File: src/rtl/hbuf_pkg.sv
// ----------------------------------------------------------------------------
// hbuf_pkg
// Shared definitions for the hit buffer readout path: the readout DPRAM
// geometry and the state encoding of the readout feeder FSM.
// No ports (package).
// ----------------------------------------------------------------------------
package hbuf_pkg;

    // Readout DPRAM is addressed in 32-bit words.
    localparam int HBUF_RDOUT_ADDR_W  = 10;
    localparam int HBUF_RDOUT_MAX_W32 = 1 << HBUF_RDOUT_ADDR_W;

    typedef enum logic [2:0] {
        S_IDLE  = 3'd0,
        S_FILL  = 3'd1,
        S_DRAIN = 3'd2,
        S_RUN   = 3'd3,
        S_ACK   = 3'd4,
        S_DONE  = 3'd5
    } hbuf_rdout_state_e;

endpackage

File: src/rtl/hbuf_rdout_feeder_if.sv
// ----------------------------------------------------------------------------
// hbuf_rdout_feeder_if
// Groups the feeder's handshake and bus signals.
//   en                  enable (low = synchronous abort)
//   src_valid/data/last FWFT 16-bit packet source, src_rdreq consumes a word
//   dpram_wren/wr_addr/data  readout DPRAM write port
//   dpram_len/run       packet hand-off to the hit buffer controller
//   dpram_busy          controller owns the DPRAM
//   pkt_cnt/trunc_err   status
// Modports: master = the feeder, slave = its environment.
// ----------------------------------------------------------------------------
interface hbuf_rdout_feeder_if #(
    parameter int ADDR_W = 10
);
    logic              en;
    logic              src_valid;
    logic [15:0]       src_data;
    logic              src_last;
    logic              src_rdreq;
    logic              dpram_wren;
    logic [ADDR_W-1:0] dpram_wr_addr;
    logic [31:0]       dpram_data;
    logic [15:0]       dpram_len;
    logic              dpram_run;
    logic              dpram_busy;
    logic [31:0]       pkt_cnt;
    logic              trunc_err;

    modport master (
        input  en, src_valid, src_data, src_last, dpram_busy,
        output src_rdreq, dpram_wren, dpram_wr_addr, dpram_data,
               dpram_len, dpram_run, pkt_cnt, trunc_err
    );

    modport slave (
        output en, src_valid, src_data, src_last, dpram_busy,
        input  src_rdreq, dpram_wren, dpram_wr_addr, dpram_data,
               dpram_len, dpram_run, pkt_cnt, trunc_err
    );
endinterface

File: src/rtl/hbuf_rdout_feeder.sv
// ----------------------------------------------------------------------------
// hbuf_rdout_feeder
// Upstream stage of the hit buffer controller. Pulls one packet at a time
// from a FWFT 16-bit source, packs pairs of words into 32-bit DPRAM writes
// (first word in the low half), then hands the packet off with a length and
// a one-cycle run pulse. The next packet is not started until the controller
// has taken the DPRAM (busy high) and released it again (busy low).
// Ports:
//   clk  in  system clock
//   rst  in  asynchronous, active-high reset
//   bus  hbuf_rdout_feeder_if.master (source, DPRAM write port, hand-off,
//        status; see the interface file)
// ----------------------------------------------------------------------------
module hbuf_rdout_feeder
    import hbuf_pkg::*;
#(
    parameter int ADDR_W  = HBUF_RDOUT_ADDR_W,
    parameter int MAX_W32 = HBUF_RDOUT_MAX_W32
) (
    input  logic                clk,
    input  logic                rst,
    hbuf_rdout_feeder_if.master bus
);

    // Word counter must be able to hold MAX_W32 itself.
    localparam int CNT_W = ADDR_W + 1;
    localparam logic [ADDR_W-1:0] LAST_ADDR = ADDR_W'(MAX_W32 - 1);

    hbuf_rdout_state_e state_q, state_d;

    logic [15:0]       lowHalf_q, lowHalf_d;
    logic              haveLow_q, haveLow_d;
    logic [ADDR_W-1:0] wrAddr_q, wrAddr_d;
    logic [CNT_W-1:0]  wordCnt_q, wordCnt_d;
    logic              wren_q, wren_d;
    logic [ADDR_W-1:0] wrAddrOut_q, wrAddrOut_d;
    logic [31:0]       data_q, data_d;
    logic [15:0]       len_q, len_d;
    logic              run_q, run_d;
    logic [31:0]       pktCnt_q, pktCnt_d;
    logic              truncErr_q, truncErr_d;

    logic              srcRdreq;
    logic              writeNow;
    logic [31:0]       writeWord;

    // A word is taken whenever the FSM is collecting or discarding and the
    // source has one; at most one word per cycle.
    assign srcRdreq = ((state_q == S_FILL) || (state_q == S_DRAIN)) && bus.src_valid;

    // Next-state and datapath. A write is issued on the odd word of a pair,
    // or on an even word carrying last (zero upper half). Hitting the last
    // DPRAM address without last truncates the packet and drains the rest.
    always_comb begin
        state_d     = state_q;
        lowHalf_d   = lowHalf_q;
        haveLow_d   = haveLow_q;
        wrAddr_d    = wrAddr_q;
        wordCnt_d   = wordCnt_q;
        wren_d      = 1'b0;
        wrAddrOut_d = wrAddrOut_q;
        data_d      = data_q;
        len_d       = len_q;
        run_d       = 1'b0;
        pktCnt_d    = pktCnt_q;
        truncErr_d  = truncErr_q;
        writeNow    = 1'b0;
        writeWord   = 32'h0;

        if (!bus.en) begin
            state_d     = S_IDLE;
            lowHalf_d   = 16'h0;
            haveLow_d   = 1'b0;
            wrAddr_d    = '0;
            wordCnt_d   = '0;
            wrAddrOut_d = '0;
            data_d      = 32'h0;
            len_d       = 16'h0;
            pktCnt_d    = 32'h0;
            truncErr_d  = 1'b0;
        end else begin
            case (state_q)
                S_IDLE: begin
                    haveLow_d = 1'b0;
                    wrAddr_d  = '0;
                    wordCnt_d = '0;
                    if (bus.src_valid) begin
                        state_d = S_FILL;
                    end
                end

                S_FILL: begin
                    if (srcRdreq) begin
                        if (haveLow_q) begin
                            writeNow  = 1'b1;
                            writeWord = {bus.src_data, lowHalf_q};
                            haveLow_d = 1'b0;
                        end else if (bus.src_last) begin
                            writeNow  = 1'b1;
                            writeWord = {16'h0000, bus.src_data};
                        end else begin
                            lowHalf_d = bus.src_data;
                            haveLow_d = 1'b1;
                        end

                        if (writeNow) begin
                            wren_d      = 1'b1;
                            wrAddrOut_d = wrAddr_q;
                            data_d      = writeWord;
                            wrAddr_d    = wrAddr_q + 1'b1;
                            wordCnt_d   = wordCnt_q + 1'b1;
                        end

                        if (bus.src_last) begin
                            state_d = S_RUN;
                        end else if (writeNow && (wrAddr_q == LAST_ADDR)) begin
                            truncErr_d = 1'b1;
                            state_d    = S_DRAIN;
                        end
                    end
                end

                S_DRAIN: begin
                    if (srcRdreq && bus.src_last) begin
                        state_d = S_RUN;
                    end
                end

                S_RUN: begin
                    // Length in 16-bit words; an odd count was already
                    // rounded up by the zero-padded final write.
                    len_d    = 16'({wordCnt_q, 1'b0});
                    run_d    = 1'b1;
                    pktCnt_d = pktCnt_q + 32'd1;
                    state_d  = S_ACK;
                end

                S_ACK: begin
                    if (bus.dpram_busy) begin
                        state_d = S_DONE;
                    end
                end

                S_DONE: begin
                    if (!bus.dpram_busy) begin
                        state_d = S_IDLE;
                    end
                end

                default: begin
                    state_d = S_IDLE;
                end
            endcase
        end
    end

    // State and registered outputs.
    always_ff @(posedge clk or posedge rst) begin
        if (rst) begin
            state_q     <= S_IDLE;
            lowHalf_q   <= 16'h0;
            haveLow_q   <= 1'b0;
            wrAddr_q    <= '0;
            wordCnt_q   <= '0;
            wren_q      <= 1'b0;
            wrAddrOut_q <= '0;
            data_q      <= 32'h0;
            len_q       <= 16'h0;
            run_q       <= 1'b0;
            pktCnt_q    <= 32'h0;
            truncErr_q  <= 1'b0;
        end else begin
            state_q     <= state_d;
            lowHalf_q   <= lowHalf_d;
            haveLow_q   <= haveLow_d;
            wrAddr_q    <= wrAddr_d;
            wordCnt_q   <= wordCnt_d;
            wren_q      <= wren_d;
            wrAddrOut_q <= wrAddrOut_d;
            data_q      <= data_d;
            len_q       <= len_d;
            run_q       <= run_d;
            pktCnt_q    <= pktCnt_d;
            truncErr_q  <= truncErr_d;
        end
    end

    assign bus.src_rdreq     = srcRdreq;
    assign bus.dpram_wren    = wren_q;
    assign bus.dpram_wr_addr = wrAddrOut_q;
    assign bus.dpram_data    = data_q;
    assign bus.dpram_len     = len_q;
    assign bus.dpram_run     = run_q;
    assign bus.pkt_cnt       = pktCnt_q;
    assign bus.trunc_err     = truncErr_q;

endmodule

File: src/flat_wrapper.sv
// flat-port wrapper written by rule: the top's interface ports become plain ports
module hbuf_rdout_feeder_flat import hbuf_pkg::*;
#(
    parameter int ADDR_W  = HBUF_RDOUT_ADDR_W,
    parameter int MAX_W32 = HBUF_RDOUT_MAX_W32
)
  (clk, rst, bus_en, bus_src_valid, bus_src_data, bus_src_last, bus_dpram_busy, bus_src_rdreq, bus_dpram_wren, bus_dpram_wr_addr, bus_dpram_data, bus_dpram_len, bus_dpram_run, bus_pkt_cnt, bus_trunc_err);
  hbuf_rdout_feeder_if #(.ADDR_W(ADDR_W)) bus_i ();
  input  logic clk;
  input  logic rst;
  input wire logic [$bits(bus_i.en)-1:0] bus_en;
  input wire logic [$bits(bus_i.src_valid)-1:0] bus_src_valid;
  input wire logic [$bits(bus_i.src_data)-1:0] bus_src_data;
  input wire logic [$bits(bus_i.src_last)-1:0] bus_src_last;
  input wire logic [$bits(bus_i.dpram_busy)-1:0] bus_dpram_busy;
  output wire logic [$bits(bus_i.src_rdreq)-1:0] bus_src_rdreq;
  output wire logic [$bits(bus_i.dpram_wren)-1:0] bus_dpram_wren;
  output wire logic [$bits(bus_i.dpram_wr_addr)-1:0] bus_dpram_wr_addr;
  output wire logic [$bits(bus_i.dpram_data)-1:0] bus_dpram_data;
  output wire logic [$bits(bus_i.dpram_len)-1:0] bus_dpram_len;
  output wire logic [$bits(bus_i.dpram_run)-1:0] bus_dpram_run;
  output wire logic [$bits(bus_i.pkt_cnt)-1:0] bus_pkt_cnt;
  output wire logic [$bits(bus_i.trunc_err)-1:0] bus_trunc_err;
  assign bus_i.en = bus_en;
  assign bus_i.src_valid = bus_src_valid;
  assign bus_i.src_data = bus_src_data;
  assign bus_i.src_last = bus_src_last;
  assign bus_i.dpram_busy = bus_dpram_busy;
  assign bus_src_rdreq = bus_i.src_rdreq;
  assign bus_dpram_wren = bus_i.dpram_wren;
  assign bus_dpram_wr_addr = bus_i.dpram_wr_addr;
  assign bus_dpram_data = bus_i.dpram_data;
  assign bus_dpram_len = bus_i.dpram_len;
  assign bus_dpram_run = bus_i.dpram_run;
  assign bus_pkt_cnt = bus_i.pkt_cnt;
  assign bus_trunc_err = bus_i.trunc_err;
  hbuf_rdout_feeder #(.ADDR_W(ADDR_W), .MAX_W32(MAX_W32)) u_core (.clk(clk), .rst(rst), .bus(bus_i));
endmodule
File: config.mk
export PLATFORM = sky130hd
export DESIGN_NAME = hbuf_rdout_feeder_flat
export DESIGN_NICKNAME = d
export VERILOG_FILES = /design/src/rtl/hbuf_pkg.sv /design/src/rtl/hbuf_rdout_feeder_if.sv /design/src/rtl/hbuf_rdout_feeder.sv /design/src/flat_wrapper.sv
export SDC_FILE = /design/constraint.sdc
export NUM_CORES = 1
export LEC_CHECK = 0
export CORE_ASPECT_RATIO = 0.7
export CORE_MARGIN = 1
export CORE_UTILIZATION = 47
export CTS_BUF_LIST = sky130_fd_sc_hd__clkbuf_16
export DETAILED_ROUTE_END_ITERATION = 8
export PLACE_DENSITY = 0.84
export SLEW_MARGIN = 30
export SYNTH_ARGS = -nofsm -noshare
export SYNTH_HDL_FRONTEND = slang
export SYNTH_SLANG_ARGS = --single-unit
export TNS_END_PERCENT = 1
File: constraint.sdc
create_clock -name clk -period 4.15 [get_ports clk]
set_clock_uncertainty 0.1 [all_clocks]
set_input_delay 0.83 -clock clk [delete_from_list [all_inputs] [get_ports clk]]
set_output_delay 0.83 -clock clk [all_outputs]
set_load 0.02 [all_outputs]
==> summary by stage, run 1 <==
Hold path
The count of cells along the worst hold path is 2. For hold timing, the worst endpoint is u_core.bus.dpram_data[6]$_DFFE_PP0P_. The start point of the worst hold path is u_core.lowHalf_q[6]$_DFFE_PP0P_.

The tightest min-delay check is of the register to register type.

Power
The cell leakage power is around 0.0034 uW. Across the VDD grid, the largest voltage drop is roughly 0.29 mV. The power consumption is 2989 uW. Dividing total power by cell area gives a power density of slightly below 400 nW/um^2.

Final layout
The final non-filler cell total is around 840. Measured on the finished design, the core utilization comes to approximately 63%. Summing all flip-flop and latch instances after layout gives ~3200 um^2. The number of antenna diodes in the final layout is 0. The total area of multi-input combinational cells is 2500 um^2. Compared with the post-synthesis result, the final layout area differs by 29.82%. The post-route netlist has under 10% of its cells at a drive strength greater than 1. The number of filler instances in the final layout is 980. The number of nets in the finished design is about 700.

Critical path
The number of cells on the worst reg-to-reg path is 5. In this run the critical register-to-register path is launched from u_core.state_q[1]$_DFFE_PP0P_. The worst setup slack for register-to-register paths is ~1.8 ns. STA puts the critical path data arrival time at 2.53 ns. Data on the critical path is required at its endpoint by 3.22 ns. STA classifies the critical path startpoint as an input port.

The critical register-to-register path endpoint is u_core.bus.dpram_data[17]$_DFFE_PP0P_. The critical path in this run is classified as input port to output port. Of all nets on the critical path, the largest fanout is 7. The worst setup path is captured at an output port.

Timing
The transition time at the pin with the least slew margin is slightly above 0.9 ns. The final critical path time including I/O delays and setup is 3.459 ns. Setup total negative slack on the finished layout was measured at 0 ns. For this run, the top clock speed supported by timing is around 290 MHz. In the finished design, the share of the clock period the worst path needs comes to between 80 and 90%. The worst relative slew slack is between 30 and 40%. Setup repair after global routing left no endpoint under its margin.

The number of max-slew violations in the final report is 0. The number of setup violations in the final report is 0. Across all setup checks in the final design, the least slack found is about 0.69 ns. The final hold violation count is 0.

Floorplan
The area enclosed by the die boundary is between 10000 and 15000 um^2. Measured along the x axis, the die boundary spans around 140 um. The height of the chip is ~96 um. The number of placement rows is 34. The region available for standard cell placement spans ~12000 um^2. During I/O placement, the number of pins put on the boundary was ~120. The initial utilization of the core area, before any placement, comes to roughly 48%.

Route
The detailed-route via count is 4692. The remaining number of nets flagged by the antenna check after routing is 0. Using the TritonRoute via totals, the vias-per-cell ratio works out to 5.566. The detailed-route wire length is between 10000 and 15000 um. In the final routed layout, each cell accounts on average for about 17 um. In this run, the number of DRC markers left after iteration 0 of detailed routing was between 300 and 400. The length of the first detailed-routing pass in iterations is 6.

The remaining routing DRC violations is 0.

CTS
Counting along the longest clock path gives a buffer depth of 2. Once the clock tree was built, the resizer swapped 0 gates to a different size. The clock reaches the later pin of the worst-skew pair after approximately 0.4 ns.

The clock slew seen by the registers of the worst setup and hold paths is around 0.05 ns. TritonCTS built the clock tree. The hold buffer count at cts is 0. CTS placed an instance of sky130_fd_sc_hd__clkbuf_16 at the clock tree root. The post-CTS setup buffer count is 0.

TritonCTS created 17 clock buffers. The number of levels in the clock H-tree is 4. The clock net in this run drives a total of roughly 130 sinks.

GRT
The total congestion overflow is 0. The number of global-route vias before repair came to 4565. The initial antenna violation count is 0. The global-route wire length before repair is around 23000 um. The global-route usage over all layers is around 23%. Entering global routing, the biggest net connects 54 pins.

Yosys
The count of synthesis-stage warnings from yosys is 0. Counting flops with a built-in enable in the synthesized netlist gives 0. The most common cell in the synthesized netlist is sky130_fd_sc_hd__dfrtp_1. Synthesis handed over a netlist of 561 instances.

In this run, distinct cell masters in the synthesized netlist total 53. A synthesized cell averages 10.67 um^2. The post-synthesis cell area is between 5000 and 6000 um^2.

The biggest area contributor in the post-synthesis netlist is sky130_fd_sc_hd__dfrtp_1. The post-synthesis register bit count is roughly 130. The share of the synthesized area in the top cell type is a little over half.

The sequential element share of the synthesized area is between 50% and 60%. After synthesis, the most frequently instantiated cells are 129 x sky130_fd_sc_hd__dfrtp_1, 75 x sky130_fd_sc_hd__nand2_1, 32 x sky130_fd_sc_hd__and2_1. The most used flip-flop cell after synthesis is sky130_fd_sc_hd__dfrtp_1.

After synthesis, the share of flip-flops with an asynchronous set or reset is 100.0%. By area the synthesized netlist is led by sky130_fd_sc_hd__dfrtp_1 54%, sky130_fd_sc_hd__nand2_1 4.7%, sky130_fd_sc_hd__xnor2_1 4.5%.

Place
In this run, placement finished with an instance count of just over 800. Before CTS, the worst setup slack after placement is 0.7250 ns. Once detailed placement completed, the half-perimeter wirelength came to 9534 um.

The number of buffers inserted by port buffering is between 100 and 150. The routability congestion estimate from global placement is between 0.8 and 0.9.

Run status
The flow ran to the end, and the final reports show no timing, DRC or antenna violations.

Run
Max-cap violations in this run came to 0.
## cells by family after synthesis
logic type / share of synthesized area [%]
buffers and inverters: 4.639
adder cells (fa/ha/maj): 0.6269
AND/OR/NAND/NOR: 20.39
AO/OA/AOI/OAI: 14.04
XOR/XNOR: 6.143
flip-flops: 53.91
multiplexers: 0.1880
other: 0.06262
## flip-flops by register name, indices dropped and copies added (netlist names)
signal / flops
u_core.wordCnt_q: 11
u_core.bus.dpram_run: 1
u_core.lowHalf_q: 16
u_core.state_q: 3
u_core.wrAddr_q: 10
u_core.bus.trunc_err: 1
u_core.bus.dpram_wren: 1
u_core.bus.dpram_data: 32
u_core.bus.dpram_len: 11
u_core.haveLow_q: 1
u_core.bus.pkt_cnt: 32
u_core.bus.dpram_wr_addr: 10
## critical path: stages
cell and delay [ns]:
sky130_fd_sc_hd__clkdlybuf4s50_1 0.59, sky130_fd_sc_hd__nor3b_1 0.41, sky130_fd_sc_hd__clkdlybuf4s50_1 0.70
## per-layer routing
metal	GRT usage [%]	wire length, um
met1	29.92	6508
met2	36.68	6775
met3	5.373	693
met4	7.509	188
met5	0	0
## worst max-delay path by stage
stage / start / end / slack (ns) / cells past startpoint
floorplan: rst / u_core.bus.dpram_data[0]$_DFFE_PP0P_ / 1.62 / 1
global placement: bus_src_valid / bus_src_rdreq / 0.77 / 3
detailed placement: bus_src_valid / bus_src_rdreq / 0.72 / 3
CTS: bus_src_valid / bus_src_rdreq / 0.71 / 3
global route: bus_src_valid / bus_src_rdreq / 0.68 / 3
finish: bus_src_valid / bus_src_rdreq / 0.69 / 3
## layout by cell type, fill, tap and decap left out, drive strengths merged, types with 6 or more instances in the layout
cell	netlist	final
a21boi	29	29
a222oi	16	16
a22o	29	29
and2	32	32
and3	6	6
buf	20	11
clkbuf	14	17
clkdlybuf4s50	0	109
clkinvlp	0	6
dfrtp	129	129
inv	25	25
nand2	76	76
nand3	21	21
nand4	20	20
nor2	28	28
nor4	11	11
o21ai	13	13
xnor2	31	31
xor2	11	11
## through the flow
stage,area [um^2],hold slack (ns)
after floorplan,6007,0.3590
after global routing,7774,0.4175
after CTS,7774,0.3908
after global placement,7224,0.3642
final,7774,0.3871
after detailed placement,7224,0.3787
## where the power goes
part           internal (uW)  switching, uW
Sequential              1290           43.2
Combinational            103            163
Clock                    865            525
## area by class of cell
type                    instances  area share, %
flip-flops and latches        129          41.53
multi-input cells             377          32.16
repair buffers                120          15.39
clock buffers                  17          5.472
well taps                     162          2.607
clock inverters                13          1.593
inverters                      25          1.255
Note: power is estimated with default switching activity, not from simulation.
==> run 2: changes to the inputs <==
==> constraint.sdc (replaced) <==
create_clock -name clk -period 2.8 [get_ports clk]
set_clock_uncertainty 0.1 [all_clocks]
set_input_delay 0.56 -clock clk [delete_from_list [all_inputs] [get_ports clk]]
set_output_delay 0.56 -clock clk [all_outputs]
set_load 0.02 [all_outputs]
==> run 2 against run 1 <==
Net effect:
- final area increased by 1.7%
- flip-flop and latch count unchanged
- worst setup slack got worse by 0.55 ns
- die area unchanged
- sequential power increased by 47%
- total power increased by 60%
- critical path type unchanged
- critical endpoint unchanged
==> summary by stage, run 2 (same netlist as run 1, synthesis figures left out) <==
Critical path
The kind of launch point of the worst setup path is an input port (unchanged). The worst setup slack for register-to-register paths is 0.51 ns (was 1.77 ns). The critical path start-end classification was input port to output port (unchanged). The standard cell with the maximum stage delay on the critical path is sky130_fd_sc_hd__clkdlybuf4s50_1 (unchanged). The depth of the worst register-to-register path is 6 (was 5). The timing endpoint of the critical path was bus_src_rdreq (unchanged).

The most repeated library cell on the critical path is sky130_fd_sc_hd__clkdlybuf4s50_1 (unchanged). The highest cell delay on the worst timing path is 0.59 ns (was 0.70 ns). The arrival time of data at the critical path endpoint was 2.00 ns (was 2.53 ns).

The worst reg2reg path startpoint is u_core.state_q[1]$_DFFE_PP0P_ (unchanged). The data required time at the worst endpoint is 2.14 ns (was 3.22 ns). The category of the worst setup path capture point is an output port (unchanged).

The origin of the worst setup path is bus_src_valid (unchanged). The critical register-to-register path endpoint is u_core.bus.dpram_data[1]$_DFFE_PP0P_ (was u_core.bus.dpram_data[17]$_DFFE_PP0P_). Ordered cell list for the critical path: clkdlybuf4s50_1 > nor3b_1 > buf_4 > clkdlybuf4s50_1 (was clkdlybuf4s50_1 > nor3b_1 > clkdlybuf4s50_1). The maximum fanout along the worst path is 2 (was 7).

Floorplan
The number of I/O pins is 116 (unchanged). The area inside the core boundary is 12420 um^2 (unchanged). The overall die width came to 136.9 um (unchanged). The number of placement rows is 34 (unchanged). The height of the chip is 96.44 um (unchanged). The initial standard-cell utilization of the core is 48.21% (unchanged).

The area enclosed by the die boundary is 13200 um^2 (unchanged).

Timing
The worst relative slew slack is 37.86% (was 37.98%). The setup TNS came to 0 ns (unchanged). The final critical path takes up between 90% and 100% of the cycle.

The highest attainable clock frequency is about 380 MHz. The number of setup violations in the final report was 0 (unchanged). The worst path setup slack after routing is 0.1398 ns (was 0.6907 ns). The final hold slack was 0.3974 ns (was 0.3871 ns). The transition time at the pin with the least slew margin came to 0.9287 ns (was 0.9303 ns). The final hold violation count is 0 (unchanged). The final critical path time including I/O delays and setup is roughly 2.7 ns. Setup repair after global routing missed its margin: no (unchanged). The number of max-slew violations in the final report is 0 (unchanged).

Final layout
The number of nets in the finished design came to 701 (was 695). The ratio of cells with drive above 1 in the final layout was 9.579% (was 8.370%). The number of antenna repair diodes was 0 (unchanged). The most common cell after layout, fill and taps aside is sky130_fd_sc_hd__dfrtp_1 (unchanged). The number of filler instances in the final layout is 954 (was 980).

Top library cells by usage in the layout, fill and taps aside: 129 x sky130_fd_sc_hd__dfrtp_1, 109 x sky130_fd_sc_hd__clkdlybuf4s50_1, 75 x sky130_fd_sc_hd__nand2_1 (unchanged). The layout overhead on the synthesized area is 32.03% (was 29.82%).

CTS
The number of clock sinks came to 129 (unchanged). The total CTS buffers is 17 (unchanged). The clock root buffer is sky130_fd_sc_hd__clkbuf_16 (unchanged). The clock slew seen by the registers of the worst setup and hold paths was 0.05 ns (about the same).

The number of levels in the clock H-tree is 4 (unchanged). The post-cts gate resize count is 0 (unchanged). The insertion delay of the later-clocked pin in the worst-skew pair was 0.41 ns (was 0.40 ns). The hold buffer count at cts is 0 (unchanged). The post-CTS setup buffer count is 0 (unchanged). The maximum root-to-sink buffer count came to 2 (unchanged).

The CTS tree was yes (unchanged).

Route
The detailed-route wire length is 14540 um (was 14170 um). The length of the first detailed-routing pass in iterations is 5 (was 6). The via density per instance is 5.623 (was 5.566).

The remaining number of nets flagged by the antenna check after routing is 0 (unchanged). The routed length per placed instance was 17.08 um (was 16.80 um). The remaining routing DRC violations came to 0 (unchanged).

The detailed-route via count is 4785 (was 4692). The starting DRC count in detailed routing came to 371 (was 340).

Power
The worst voltage drop across the vdd grid came to 0.4426 mV (was 0.2879 mV). The total power divided by cell area is 604.2 nW/um^2 (was 384.5 nW/um^2). The cell leakage power is 0.003516 uW (was 0.003439 uW).

GRT
The largest net degree at the start of global routing was 130 (was 54). The global-route usage over all layers came to 23.04% (was 22.56%). The global-route wire length before repair is 23370 um (was 22850 um). The initial antenna violation count is 0 (unchanged).

The number of global-route vias before repair is 4629 (was 4565). The total congestion overflow is 0 (unchanged).

Place
The post-DP HPWL came to 9693 um (was 9534 um). The post-place setup slack came to 0.01011 ns (was 0.7250 ns). The routability congestion estimate from global placement came to 0.8407 (was 0.8597).

The number of buffers inserted by port buffering was 110 (unchanged).

Run
The number of max-cap violations was 0 (unchanged).

Hold path
The worst min-delay path category is register to register (unchanged).

Run status
Run status: complete, no violations (unchanged).
-- run 2: cell count changes in the layout (fill, tap and decap cells not counted), sizes merged --
cell	change
buf	+6
bufinv	+3
clkinvlp	-3
clkinv	+2
-- run 2: where the power goes --
part	leakage (uW)	internal, uW	switching (uW)
Sequential	0.00179	1910	47.3
Clock	0.000312	1570	820
Combinational	0.00141	163	261
Total	0.00352	3650	1130
-- run 2: through the flow --
stage,utilization (%),instance area (um^2),total power (uW),std cells
2_1_floorplan,-,6007,2255,565
3_3_place_gp,58.42,7257,2394,819
3_5_place_dp,58.42,7257,2412,819
4_1_cts,63.60,7900,4817,851
5_1_grt,63.65,7906,4955,851
6_report,63.65,7906,4777,851
-- run 2: cell type report --
| cell class | count | area (um^2) | area share, % |
|---|---|---|---|
| sequential | 129 | 3228 | 40.83 |
| multi-input combinational | 377 | 2506 | 31.70 |
| clock inverter | 15 | 217.7 | 2.754 |
| clock buffer | 17 | 425.4 | 5.381 |
| tap | 162 | 202.7 | 2.564 |
| timing repair buffer | 126 | 1229 | 15.54 |
| inverter | 25 | 97.59 | 1.234 |
-- run 2: worst min-delay path by stage --
| stage | cells after the start | to | startpoint |
|---|---|---|---|
| 6_report | 2 | u_core.bus.dpram_data[14]$_DFFE_PP0P_ | u_core.lowHalf_q[14]$_DFFE_PP0P_ |
| 5_1_grt | 2 | u_core.bus.dpram_data[15]$_DFFE_PP0P_ | u_core.lowHalf_q[15]$_DFFE_PP0P_ |
| 4_1_cts | 2 | u_core.bus.dpram_data[4]$_DFFE_PP0P_ | u_core.lowHalf_q[4]$_DFFE_PP0P_ |
| 3_5_place_dp | 2 | u_core.bus.dpram_data[4]$_DFFE_PP0P_ | u_core.lowHalf_q[4]$_DFFE_PP0P_ |
| 3_3_place_gp | 2 | u_core.bus.dpram_data[7]$_DFFE_PP0P_ | u_core.lowHalf_q[7]$_DFFE_PP0P_ |
| 2_1_floorplan | 2 | u_core.bus.dpram_data[0]$_DFFE_PP0P_ | u_core.lowHalf_q[0]$_DFFE_PP0P_ |
-- run 2: layer usage --
| layer | track usage, % | up-vias | share of wire (%) |
|---|---|---|---|
| met1 | 30.27 | 2386 | 44 |
| met2 | 37.48 | 181 | 48 |
| met4 | 7.875 | 0 | 1.3 |
| met5 | 0 | - | 0 |
| met3 | 5.738 | 20 | 6.3 |
| li1 | - | 2198 | - |
-- run 2: worst max-delay path, delay by kind of cell --
kind / cells / cell delay (ns)
AND/OR/NAND/NOR: 1 / 0.21
buffers and inverters: 3 / 1.23
